`src/rtl/correlator_sequencer.sv`:
```
`default_nettype none
// ============================================================================
//  Module      : correlator_sequencer
//  Description : Walks one external add/subtract correlator across a window
//                of REF_LEN chips. Each accepted sample is paired with one
//                chip of a stored +/-1 reference pattern. The first chip of a
//                window overwrites the correlator's stale sum. The final sum
//                is captured one cycle after the last chip and compared
//                against THRESH to raise a detect flag.
//  Revision    : 1.0  initial release
// ----------------------------------------------------------------------------
//  Ports
//    clk          in   1        clock
//    rst          in   1        synchronous, active-high reset
//    ref_wr       in   1        load ref_pattern (IDLE only)
//    ref_pattern  in   REF_LEN  chip i = bit i; 1 -> +1, 0 -> -1
//    start        in   1        begin a window (IDLE only)
//    cont         in   1        sampled at window end; 1 = chain next window
//    sample_valid in   1        sample qualifier
//    sample       in   2        signed sample
//    corr_in      out  2        sample forwarded to the correlator
//    corr_ref     out  8        chip: 8'h01 = +1, 8'hFF = -1, 8'h00 = hold
//    corr_clr     out  1        correlator load-instead-of-accumulate
//    corr_acc     in   8        correlator running sum (signed)
//    result       out  8        captured window sum (signed)
//    result_valid out  1        one-cycle pulse when result/detect update
//    detect       out  1        |result| >= THRESH
//    busy         out  1        high in RUN and WAIT
// ============================================================================
module correlator_sequencer #(
    parameter int REF_LEN = 32,
    parameter int THRESH  = 40
) (
    input  logic               clk,
    input  logic               rst,
    input  logic               ref_wr,
    input  logic [REF_LEN-1:0] ref_pattern,
    input  logic               start,
    input  logic               cont,
    input  logic               sample_valid,
    input  logic [1:0]         sample,
    output logic [1:0]         corr_in,
    output logic [7:0]         corr_ref,
    output logic               corr_clr,
    input  logic [7:0]         corr_acc,
    output logic [7:0]         result,
    output logic               result_valid,
    output logic               detect,
    output logic               busy
);

    localparam int               IDX_W    = 6;
    localparam logic [IDX_W-1:0] LAST_IDX = IDX_W'(REF_LEN - 1);
    localparam logic [8:0]       THRESH_9 = 9'(THRESH);
    localparam logic [7:0]       REF_POS  = 8'h01;
    localparam logic [7:0]       REF_NEG  = 8'hFF;
    localparam logic [7:0]       REF_HOLD = 8'h00;

    typedef enum logic [1:0] {
        ST_IDLE = 2'd0,
        ST_RUN  = 2'd1,
        ST_WAIT = 2'd2
    } state_t;

    state_t             state_q, state_d;
    logic [IDX_W-1:0]   idx_q, idx_d;
    logic [REF_LEN-1:0] pattern_q, pattern_d;
    logic [7:0]         result_q, result_d;
    logic               result_valid_q, result_valid_d;
    logic               detect_q, detect_d;

    logic [REF_LEN-1:0] w_pat_shift;
    logic               w_chip;
    logic [8:0]         w_acc_ext;
    logic [8:0]         w_acc_abs;
    logic               w_over;

    // Chip select by shifting rather than indexing, so the 6-bit index never
    // has to match the pattern's address width.
    // The sum is widened to 9 bits before negation so that -128 has a
    // representable magnitude.
    always_comb begin
        w_pat_shift = pattern_q >> idx_q;
        w_chip      = w_pat_shift[0];
        w_acc_ext   = {corr_acc[7], corr_acc};
        w_acc_abs   = w_acc_ext[8] ? (9'd0 - w_acc_ext) : w_acc_ext;
        w_over      = (w_acc_abs >= THRESH_9);
    end

    always_comb begin
        state_d        = state_q;
        idx_d          = idx_q;
        pattern_d      = pattern_q;
        result_d       = result_q;
        detect_d       = detect_q;
        result_valid_d = 1'b0;
        corr_in        = 2'b00;
        corr_ref       = REF_HOLD;
        corr_clr       = 1'b0;
        busy           = 1'b0;

        case (state_q)
            ST_IDLE: begin
                // The pattern load lands on the same edge as the transition
                // to RUN, so a simultaneous ref_wr/start uses the new pattern.
                if (ref_wr) begin
                    pattern_d = ref_pattern;
                end
                if (start) begin
                    state_d = ST_RUN;
                    idx_d   = '0;
                end
            end

            ST_RUN: begin
                busy    = 1'b1;
                corr_in = sample;
                if (sample_valid) begin
                    corr_ref = w_chip ? REF_POS : REF_NEG;
                    // The first chip overwrites whatever the correlator holds,
                    // so stale sums from earlier windows never leak in.
                    corr_clr = (idx_q == '0);
                    if (idx_q == LAST_IDX) begin
                        state_d = ST_WAIT;
                        idx_d   = '0;
                    end else begin
                        idx_d = idx_q + 6'd1;
                    end
                end
            end

            ST_WAIT: begin
                // The last chip has just landed in corr_acc; capture it.
                busy           = 1'b1;
                result_d       = corr_acc;
                detect_d       = w_over;
                result_valid_d = 1'b1;
                idx_d          = '0;
                state_d        = cont ? ST_RUN : ST_IDLE;
            end

            default: begin
                state_d = ST_IDLE;
                idx_d   = '0;
            end
        endcase
    end

    always_ff @(posedge clk) begin
        if (rst) begin
            state_q        <= ST_IDLE;
            idx_q          <= '0;
            pattern_q      <= '1;
            result_q       <= 8'h00;
            result_valid_q <= 1'b0;
            detect_q       <= 1'b0;
        end else begin
            state_q        <= state_d;
            idx_q          <= idx_d;
            pattern_q      <= pattern_d;
            result_q       <= result_d;
            result_valid_q <= result_valid_d;
            detect_q       <= detect_d;
        end
    end

    assign result       = result_q;
    assign result_valid = result_valid_q;
    assign detect       = detect_q;

endmodule
`default_nettype wire

```
`config.mk`:
```
export PLATFORM = sky130hd
export DESIGN_NAME = correlator_sequencer
export DESIGN_NICKNAME = d
export VERILOG_FILES = /design/src/rtl/correlator_sequencer.sv
export SDC_FILE = /design/constraint.sdc
export NUM_CORES = 1
export LEC_CHECK = 0
export BUFFER_PORTS_ARGS = -buffer_cell sky130_fd_sc_hd__buf_2
export CAP_MARGIN = 10
export CORE_MARGIN = 8
export CORE_UTILIZATION = 55
export CTS_BUF_LIST = sky130_fd_sc_hd__clkbuf_2
export DETAILED_ROUTE_END_ITERATION = 12
export PLACE_DENSITY = 0.9
export SETUP_SLACK_MARGIN = 0.2
export SKIP_LAST_GASP = 1
export SLEW_MARGIN = 20
export SYNTH_ARGS = -nofsm -noshare
export SYNTH_HDL_FRONTEND = slang
export SYNTH_SLANG_ARGS = --single-unit
```
`constraint.sdc`:
```
create_clock -name clk -period 7.45 [get_ports clk]
set_clock_uncertainty 0.05 [all_clocks]
set_input_delay 1.8625 -clock clk [delete_from_list [all_inputs] [get_ports clk]]
set_output_delay 1.8625 -clock clk [all_outputs]
set_load 0.01 [all_outputs]
```
-- Word level (Yosys, flattened, before mapping)
Index checks and enable logic that the tools add are counted.
- bits in registers: 50
- input port bits: 48
- output and inout port bits: 22
- logic and storage cells: 40
- add/subtract/negate cells: 2
- magnitude comparators: 1
- equal/unequal tests: 6
- shift-type cells: 1
- mux-type cells: 18
- reductions and logical operators: 6
- operator list (kind ; number):
    right shift 32 x 6 -> 1 bit ; 1
    two-way mux 8 bit ; 3
    two-way mux 6 bit ; 3
    one-hot mux 6 bit (2 select lines) ; 1
    >= comparator 9 x 6 -> 1 bit (second input constant) ; 1
    two-way mux 9 bit ; 1
    subtractor 1 x 8 -> 9 bit (first input constant) ; 1
    two-way mux 2 bit ; 4
    adder 6 x 1 -> 6 bit (second input constant) ; 1
    == test 6 x 5 -> 1 bit (second input constant) ; 1
    logical NOT 6 bit ; 1
    inequality test 2 bit (second input constant) ; 3
    one-hot mux 2 bit (3 select lines) ; 1
    two-way mux 1 bit ; 5
    AND reduction 2 bit ; 2
    AND reduction 3 bit ; 1
    == test 2 x 1 -> 1 bit (second input constant) ; 1
    == test 2 bit (second input constant) ; 1
    logical NOT 2 bit ; 1
    OR reduction 2 bit ; 1

-- Longest topological paths before layout
Gate-level depths: netlist of run 1.
- depth after elaboration: 4
- gate-level depth with buffers: 7
- depth with buffers taken out: 6

-- Worst setup path before layout of run 1
Ideal clock, no wire load.
- kind: input to output
- from: input port sample_valid
- to: output port corr_ref[2]
- arrival: 2880 ps
- data required time: 5537 ps
- setup slack: 2657 ps
- stages on the path: 5
- path buffers: 1
- path through: nand2_1 a311oi_1 o31ai_1 o22ai_1 buf_4
- longest elaborated chain between the ends: 2
- ends and longest elaborated chain (item ; RTL line ; text):
    start: declaration ; 40 ; input logic sample_valid,
    two-way mux 8 bit ; 118 ; if (sample_valid) begin
    two-way mux 8 bit ; 102 ; case (state_q)
    end: declaration ; 43 ; output logic [7:0] corr_ref,
No other way between the ends.

-- Final worst setup path of run 1
- from: input port sample_valid
- to: output port corr_ref[1]
The elaborated chain is that of the path after synthesis.

==> results of run 1 <==
power groups by stage:
stage	Combinational, mW	Clock, mW	Sequential, mW
2_1_floorplan	0.107	0	0.307
3_3_place_gp	0.131	0	0.315
3_5_place_dp	0.135	0	0.317
4_1_cts	0.136	0.136	0.311
5_1_grt	0.150	0.147	0.315
6_report	0.136	0.132	0.311
layout by cell type (no fill, tap or decap), types with 4 or more instances in the layout:
| cell | instances |
|---|---|
| dfxtp_1 | 50 |
| a211o_1 | 32 |
| nor2_1 | 18 |
| and3_1 | 31 |
| xnor2_1 | 4 |
| inv_1 | 10 |
| mux2i_1 | 11 |
| a21oi_1 | 4 |
| ha_1 | 7 |
| clkbuf_2 | 5 |
| mux4_2 | 7 |
| buf_2 | 69 |
| nand2_1 | 8 |
flip-flops by register name, summed over array words and instances, names as in the netlist:
register	count
idx_q	6
result	8
pattern_q	32
state_q	2
detect	1
result_valid	1
per-stage QoR:
stage               utilization  std cells  hold slack, ns  worst slack (ns)  power (mW)
CTS                       0.649        354           0.444              2.57       0.582
finish                    0.649        354           0.442              2.58       0.579
global placement          0.635        347           0.387              2.66       0.446
detailed placement        0.635        347           0.398              2.58       0.451
global route              0.649        354           0.455              2.44       0.612
floorplan                     -        252           0.380              2.66       0.414
synthesized netlist by cell type, types with 2 or more instances:
| library cell | count |
|---|---|
| dfxtp_1 | 50 |
| a211o_1 | 32 |
| and3_1 | 31 |
| nor2_1 | 18 |
| clkbuf_1 | 15 |
| mux2i_1 | 11 |
| inv_1 | 10 |
| nand2_1 | 8 |
| ha_1 | 7 |
| mux4_2 | 7 |
| buf_4 | 6 |
| a21oi_1 | 4 |
| xnor2_1 | 4 |
| and2_1 | 3 |
| buf_2 | 3 |
| nand2b_1 | 3 |
| nand3_1 | 3 |
| nor2b_1 | 3 |
| nor3_1 | 3 |
| nor4_1 | 3 |
| and3_2 | 2 |
| mux2_2 | 2 |
| o21ai_0 | 2 |
| o221ai_1 | 2 |
cell type report:
| type | count | share of cell area |
|---|---|---|
| tap | 52 | 0.0232 |
| clock inverter | 2 | 0.0120 |
| inverter | 10 | 0.0134 |
| sequential | 50 | 0.357 |
| multi-input combinational | 166 | 0.463 |
| timing repair buffer | 69 | 0.123 |
| clock buffer | 5 | 0.00892 |
worst max-delay path, stage by stage:
cell,delay [ns]
buf_2,0.11
nand2_1,0.09
a311oi_1,0.24
o31ai_1,0.11
o22ai_1,0.33
buf_2,0.21
kinds of logic (layout without fill, tap and decap cells):
family / count (synthesis) / in the layout / share of synthesized area
buffers and inverters: 36 / 86 / 0.0661
DFF: 50 / 50 / 0.407
and+or+nand+nor: 83 / 83 / 0.188
muxes: 20 / 20 / 0.118
AOI/OAI and AO/OA: 52 / 52 / 0.172
xor gates and xnor gates: 4 / 4 / 0.0142
adders and majority gates: 7 / 7 / 0.0356
metal layers:
layer,GRT usage,share of wire,vias to the layer above
met5,0,0,-
met4,0.0431,0.0076,0
met3,0.0576,0.059,6
met2,0.263,0.48,60
met1,0.185,0.46,948
li1,-,-,1017
final timing paths:
| check | startpoint | end | depth (start not counted) | slack (ns) |
|---|---|---|---|---|
| setup / recovery | sample_valid | corr_ref[1] | 6 | 2.58 |
| hold / removal | pattern_q[24]$_SDFFE_PP1P_ | pattern_q[24]$_SDFFE_PP1P_ | 1 | 0.44 |
| setup reg to reg | state_q[1]$_SDFFE_PP0P_ | pattern_q[27]$_SDFFE_PP1P_ | 4 | 4.61 |
| hold reg to reg | pattern_q[24]$_SDFFE_PP1P_ | pattern_q[24]$_SDFFE_PP1P_ | 1 | 0.44 |
==> impl_metrics.py, run 1 <==
metrics = {
    "clock_network": {
        "clk_pin_slew_worst_paths_ns": 0.21,
        "cts-root-buf": "clkbuf_2",
        "cts_sinks": 50,
        "postCtsResizedCells": 0,
        "cts_buffers": 5,
        "cts_max_level": 2,
        "cts_tree": "yes",
        "cts-hold-fix-buffers": 0,
        "postCtsSetupRepairBufs": 0,
        "cts_max_path_buffers": 2,
        "worstSkewPairLatency_ns": 0.38,
    },
    "yosys": {
        "synth_edf_count": 0,
        "yosys_most_used_dff": "dfxtp_1",
        "syn-cell-area_um2": 2460,
        "ys_warn_count": 0,
        "synth_nets": 307,
        "yosysSeqAreaShare": 0.407,
        "synth_top_area_frac": 0.407,
        "ys_seq_elements": 50,
        "syn_avg_cell_area_um2": 9.77,
        "synth_cell_types": 44,
        "ys_async_sr_fraction": 0,
        "synthCells": 252,
        "synth_area_leaders": "dfxtp_1 41%, a211o_1 11%, and3_1 7.9%",
        "synth_area_leader_cell": "dfxtp_1",
    },
    "sta": {
        "setup_viol": 0,
        "post-route-period-util": 0.653,
        "maxSlewHeadroom": 0.280,
        "setup_tns_ns": 0,
        "fin_crit_ns": 4.87,
        "hold_violations": 0,
        "tightest_slew_ns": 1.08,
        "fmax_mhz": 205,
        "slew_viol_final": 0,
        "rsz0062_at_grt": "no",
    },
    "run": {
        "cap_violations": 0,
    },
    "power": {
        "ir_drop_mv": 0.127,
        "power_density_nw_per_um2": 206,
        "p_sw_mw": 0.163,
        "p_leak_nw": 1.34,
        "power_frac_seq": 0.538,
        "p_comb_frac": 0.234,
        "switching_share": 0.282,
        "pwr-share-clk": 0.228,
        "intPower_mw": 0.415,
    },
    "detailed_routing": {
        "viasPerCell": 5.74,
        "first_pass_iters": 4,
        "antenna_left": 0,
        "vias": 2031,
        "wire_per_inst_um": 15.6,
        "routed_wl_um": 5540,
        "dr.first_iter.drc_count": 120,
        "drc_errors": 0,
    },
    "grt": {
        "grt_pass1_wl_um": 9430,
        "track_usage": 0.158,
        "grt_antenna_before_repair": 0,
        "grt-ovfl-total": 0,
        "grt_pass1_vias": 2132,
        "grt_max_degree": 48,
    },
    "floorplanning": {
        "die_h_um": 82.9,
        "die_area_um2": 6870,
        "start_util": 0.569,
        "core_um2": 4320,
        "io_pins": 70,
        "num_rows": 24,
        "die_w_um": 82.9,
    },
    "placement": {
        "dp_hpwl_um": 4050,
        "port_buffers": 69,
        "place_area_um2": 2750,
        "gp_congestion": 0.842,
    },
    "worst_setup_path": {
        "cp_max_fo": 7,
        "cp.arrival_ns": 2.95,
        "required_ns": 5.54,
        "end_kind": "output port",
        "crit_type": "input pin to output port",
        "critPathLaunchType": "input pin",
    },
    "finish": {
        "drive_above_1_share": 0.295,
        "fin_area_um2": 2810,
        "nets": 357,
        "nFillCells": 366,
        "syn_to_final_growth_pct": 14.0,
        "multiInputGateArea_um2": 1300,
        "regArea_um2": 1000,
        "diodes": 0,
    },
    "status": {
        "status": "finished, final reports clean",
    },
    "hold_path": {
        "hold_path_class": "flip-flop to flip-flop",
    },
}
No activity file was read; power rests on OpenSTA's default activity.
==> run 2, diff against run 1 <==
--- a/config.mk
+++ b/config.mk
@@ -8,10 +8,10 @@
 export BUFFER_PORTS_ARGS = -buffer_cell sky130_fd_sc_hd__buf_2
 export CAP_MARGIN = 10
 export CORE_MARGIN = 8
-export CORE_UTILIZATION = 55
+export CORE_UTILIZATION = 54
 export CTS_BUF_LIST = sky130_fd_sc_hd__clkbuf_2
 export DETAILED_ROUTE_END_ITERATION = 12
-export PLACE_DENSITY = 0.9
+export PLACE_DENSITY = 0.88
 export SETUP_SLACK_MARGIN = 0.2
 export SKIP_LAST_GASP = 1
 export SLEW_MARGIN = 20
==> constraint.sdc (replaced) <==
create_clock -name clk -period 5 [get_ports clk]
set_clock_uncertainty 0.05 [all_clocks]
set_input_delay 1.25 -clock clk [delete_from_list [all_inputs] [get_ports clk]]
set_output_delay 1.25 -clock clk [all_outputs]
set_load 0.01 [all_outputs]
==> run 2 against run 1 <==
  * Sequential power is 49% higher
  * Critical path depth fell by 1
  * Wire length decreased by 0.38%
  * Clock-buffer cell count unchanged
  * Highest routed layer unchanged
==> impl_metrics.py, run 2 (synthesized netlist as in run 1, its figures left out) <==
metrics = {
    "status": {
        "status": "finished, final reports clean",
    },
    "sta": {
        "fin_crit_ns": 4.01,
        "tightest_slew_ns": 1.06,
        "rsz0062_at_grt": "no",
        "slew_viol_final": 0,
        "fmax_mhz": 250,
        "setup_viol": 0,
        "hold_violations": 0,
        "whs_ns": 0.442,
        "post-route-period-util": 0.801,
        "maxSlewHeadroom": 0.293,
        "setup_tns_ns": 0,
    },
    "worst_setup_path": {
        "cpLargestDelayFamily": "compound AO/OA/AOI/OAI gates",
        "r2r_start": "state_q[0]$_SDFFE_PP0P_",
        "r2r_end": "pattern_q[18]$_SDFFE_PP1P_",
        "r2r_cells": 4,
        "worst_path_max_delay_cell": "dfxtp_1",
        "end_kind": "output port",
        "critPathLaunchType": "flip-flop",
        "required_ns": 3.70,
        "setup.worst_path.end": "corr_ref[1]",
        "path_cells": "mux4_2, a311oi_1, o31ai_1, o22ai_1, buf_2",
        "crit_type": "flip-flop to output port",
        "cp_max_fo": 10,
        "reg2reg_slack_ns": 2.60,
        "cp_num_buf_inv": 1,
        "cp.arrival_ns": 2.71,
        "critPathLaunch": "idx_q[0]$_SDFFE_PP0P_",
        "max_stage_delay_ns": 0.68,
        "cp.depth": 5,
    },
    "finish": {
        "final_util": 0.642,
        "nets": 357,
        "drive_above_1_share": 0.304,
        "layout_commonest_cell": "buf_2",
        "syn_to_final_growth_pct": 14.3,
        "diodes": 0,
        "largest_reg_flops": 32,
        "final_cell_mix": "69 x buf_2, 50 x dfxtp_1, 32 x a211o_1",
        "largest_register": "pattern_q",
    },
    "clock_network": {
        "cts_sinks": 50,
        "cts_buffers": 5,
        "cts_max_level": 2,
        "cts-hold-fix-buffers": 0,
        "clk_pin_slew_worst_paths_ns": 0.22,
        "cts_tree": "yes",
        "cts-root-buf": "clkbuf_2",
        "worstSkewPairLatency_ns": 0.42,
        "cts_max_path_buffers": 2,
        "postCtsSetupRepairBufs": 0,
        "postCtsResizedCells": 0,
    },
    "grt": {
        "grt_antenna_before_repair": 0,
        "grt-ovfl-total": 0,
        "grt_max_degree": 48,
        "grt_pass1_vias": 2089,
        "grt_pass1_wl_um": 9400,
        "track_usage": 0.157,
    },
    "floorplanning": {
        "num_rows": 24,
        "core_um2": 4380,
        "die_area_um2": 6980,
        "start_util": 0.562,
        "die_w_um": 83.5,
        "io_pins": 70,
        "die_h_um": 83.5,
    },
    "placement": {
        "gp_congestion": 0.820,
        "dp_hpwl_um": 3990,
        "port_buffers": 69,
    },
    "detailed_routing": {
        "viasPerCell": 5.83,
        "vias": 2069,
        "antenna_left": 0,
        "routed_wl_um": 5510,
        "drc_errors": 0,
        "first_pass_iters": 4,
        "wire_per_inst_um": 15.5,
        "dr.first_iter.drc_count": 225,
    },
    "hold_path": {
        "hold_path_class": "flip-flop to flip-flop",
    },
    "power": {
        "power_density_nw_per_um2": 310,
        "power_mw": 0.872,
        "ir_drop_mv": 0.191,
        "p_leak_nw": 1.34,
    },
    "run": {
        "cap_violations": 0,
    },
}
run 2: cell types whose count changed in the layout (fill, tap and decap cells not counted):
cell,before,now
clkinv_1,1,0
ha_2,0,1
ha_1,7,6
clkinv_2,0,2
run 2: tightest hold or removal path, cell delays in order (launching register included):
cell and delay [ns]:
dfxtp_1 0.36, nand2b_1 0.06, a21oi_1 0.05
run 2: metrics by stage:
step / cells / area [um^2] / setup WS (ns)
after floorplan: 252 / 2460 / 1.43
final: 355 / 2820 / 0.993
after global placement: 347 / 2750 / 1.37
after detailed placement: 347 / 2750 / 1.30
after CTS: 355 / 2810 / 0.951
after global routing: 355 / 2820 / 0.757
run 2: final cells by class:
cell class              instances  area, um^2
clock buffers                   5        25.0
clock inverters                 3        40.0
fillers                       348        1570
inverters                      10        37.5
multi-input cells             166        1300
flip-flops and latches         50        1000
well taps                      52        65.1
repair buffers                 69         345
run 2: worst min path at each step:
stage                                    start                          to  slack (ns)  depth (start not counted)
global placement     pattern_q[8]$_SDFFE_PP1P_   pattern_q[8]$_SDFFE_PP1P_        0.39                          1
global route        pattern_q[28]$_SDFFE_PP1P_  pattern_q[28]$_SDFFE_PP1P_        0.47                          1
detailed placement   pattern_q[5]$_SDFFE_PP1P_   pattern_q[5]$_SDFFE_PP1P_        0.40                          1
finish                     detect$_SDFFE_PP0P_         detect$_SDFFE_PP0P_        0.44                          2
CTS                        detect$_SDFFE_PP0P_         detect$_SDFFE_PP0P_        0.44                          2
floorplan            pattern_q[1]$_SDFFE_PP1P_   pattern_q[1]$_SDFFE_PP1P_        0.38                          1
run 2: per-layer routing:
metal	share of wire	global-route usage	up-vias
met1	0.46	0.191	969
met2	0.46	0.251	78
met3	0.071	0.0547	7
met4	0.012	0.0565	0
li1	-	-	1015
met5	0	0	-
run 2: power by group:
group / internal, mW / switching [mW]
clock: 0.0829 / 0.123
combinational: 0.103 / 0.0992
sequential: 0.436 / 0.0272
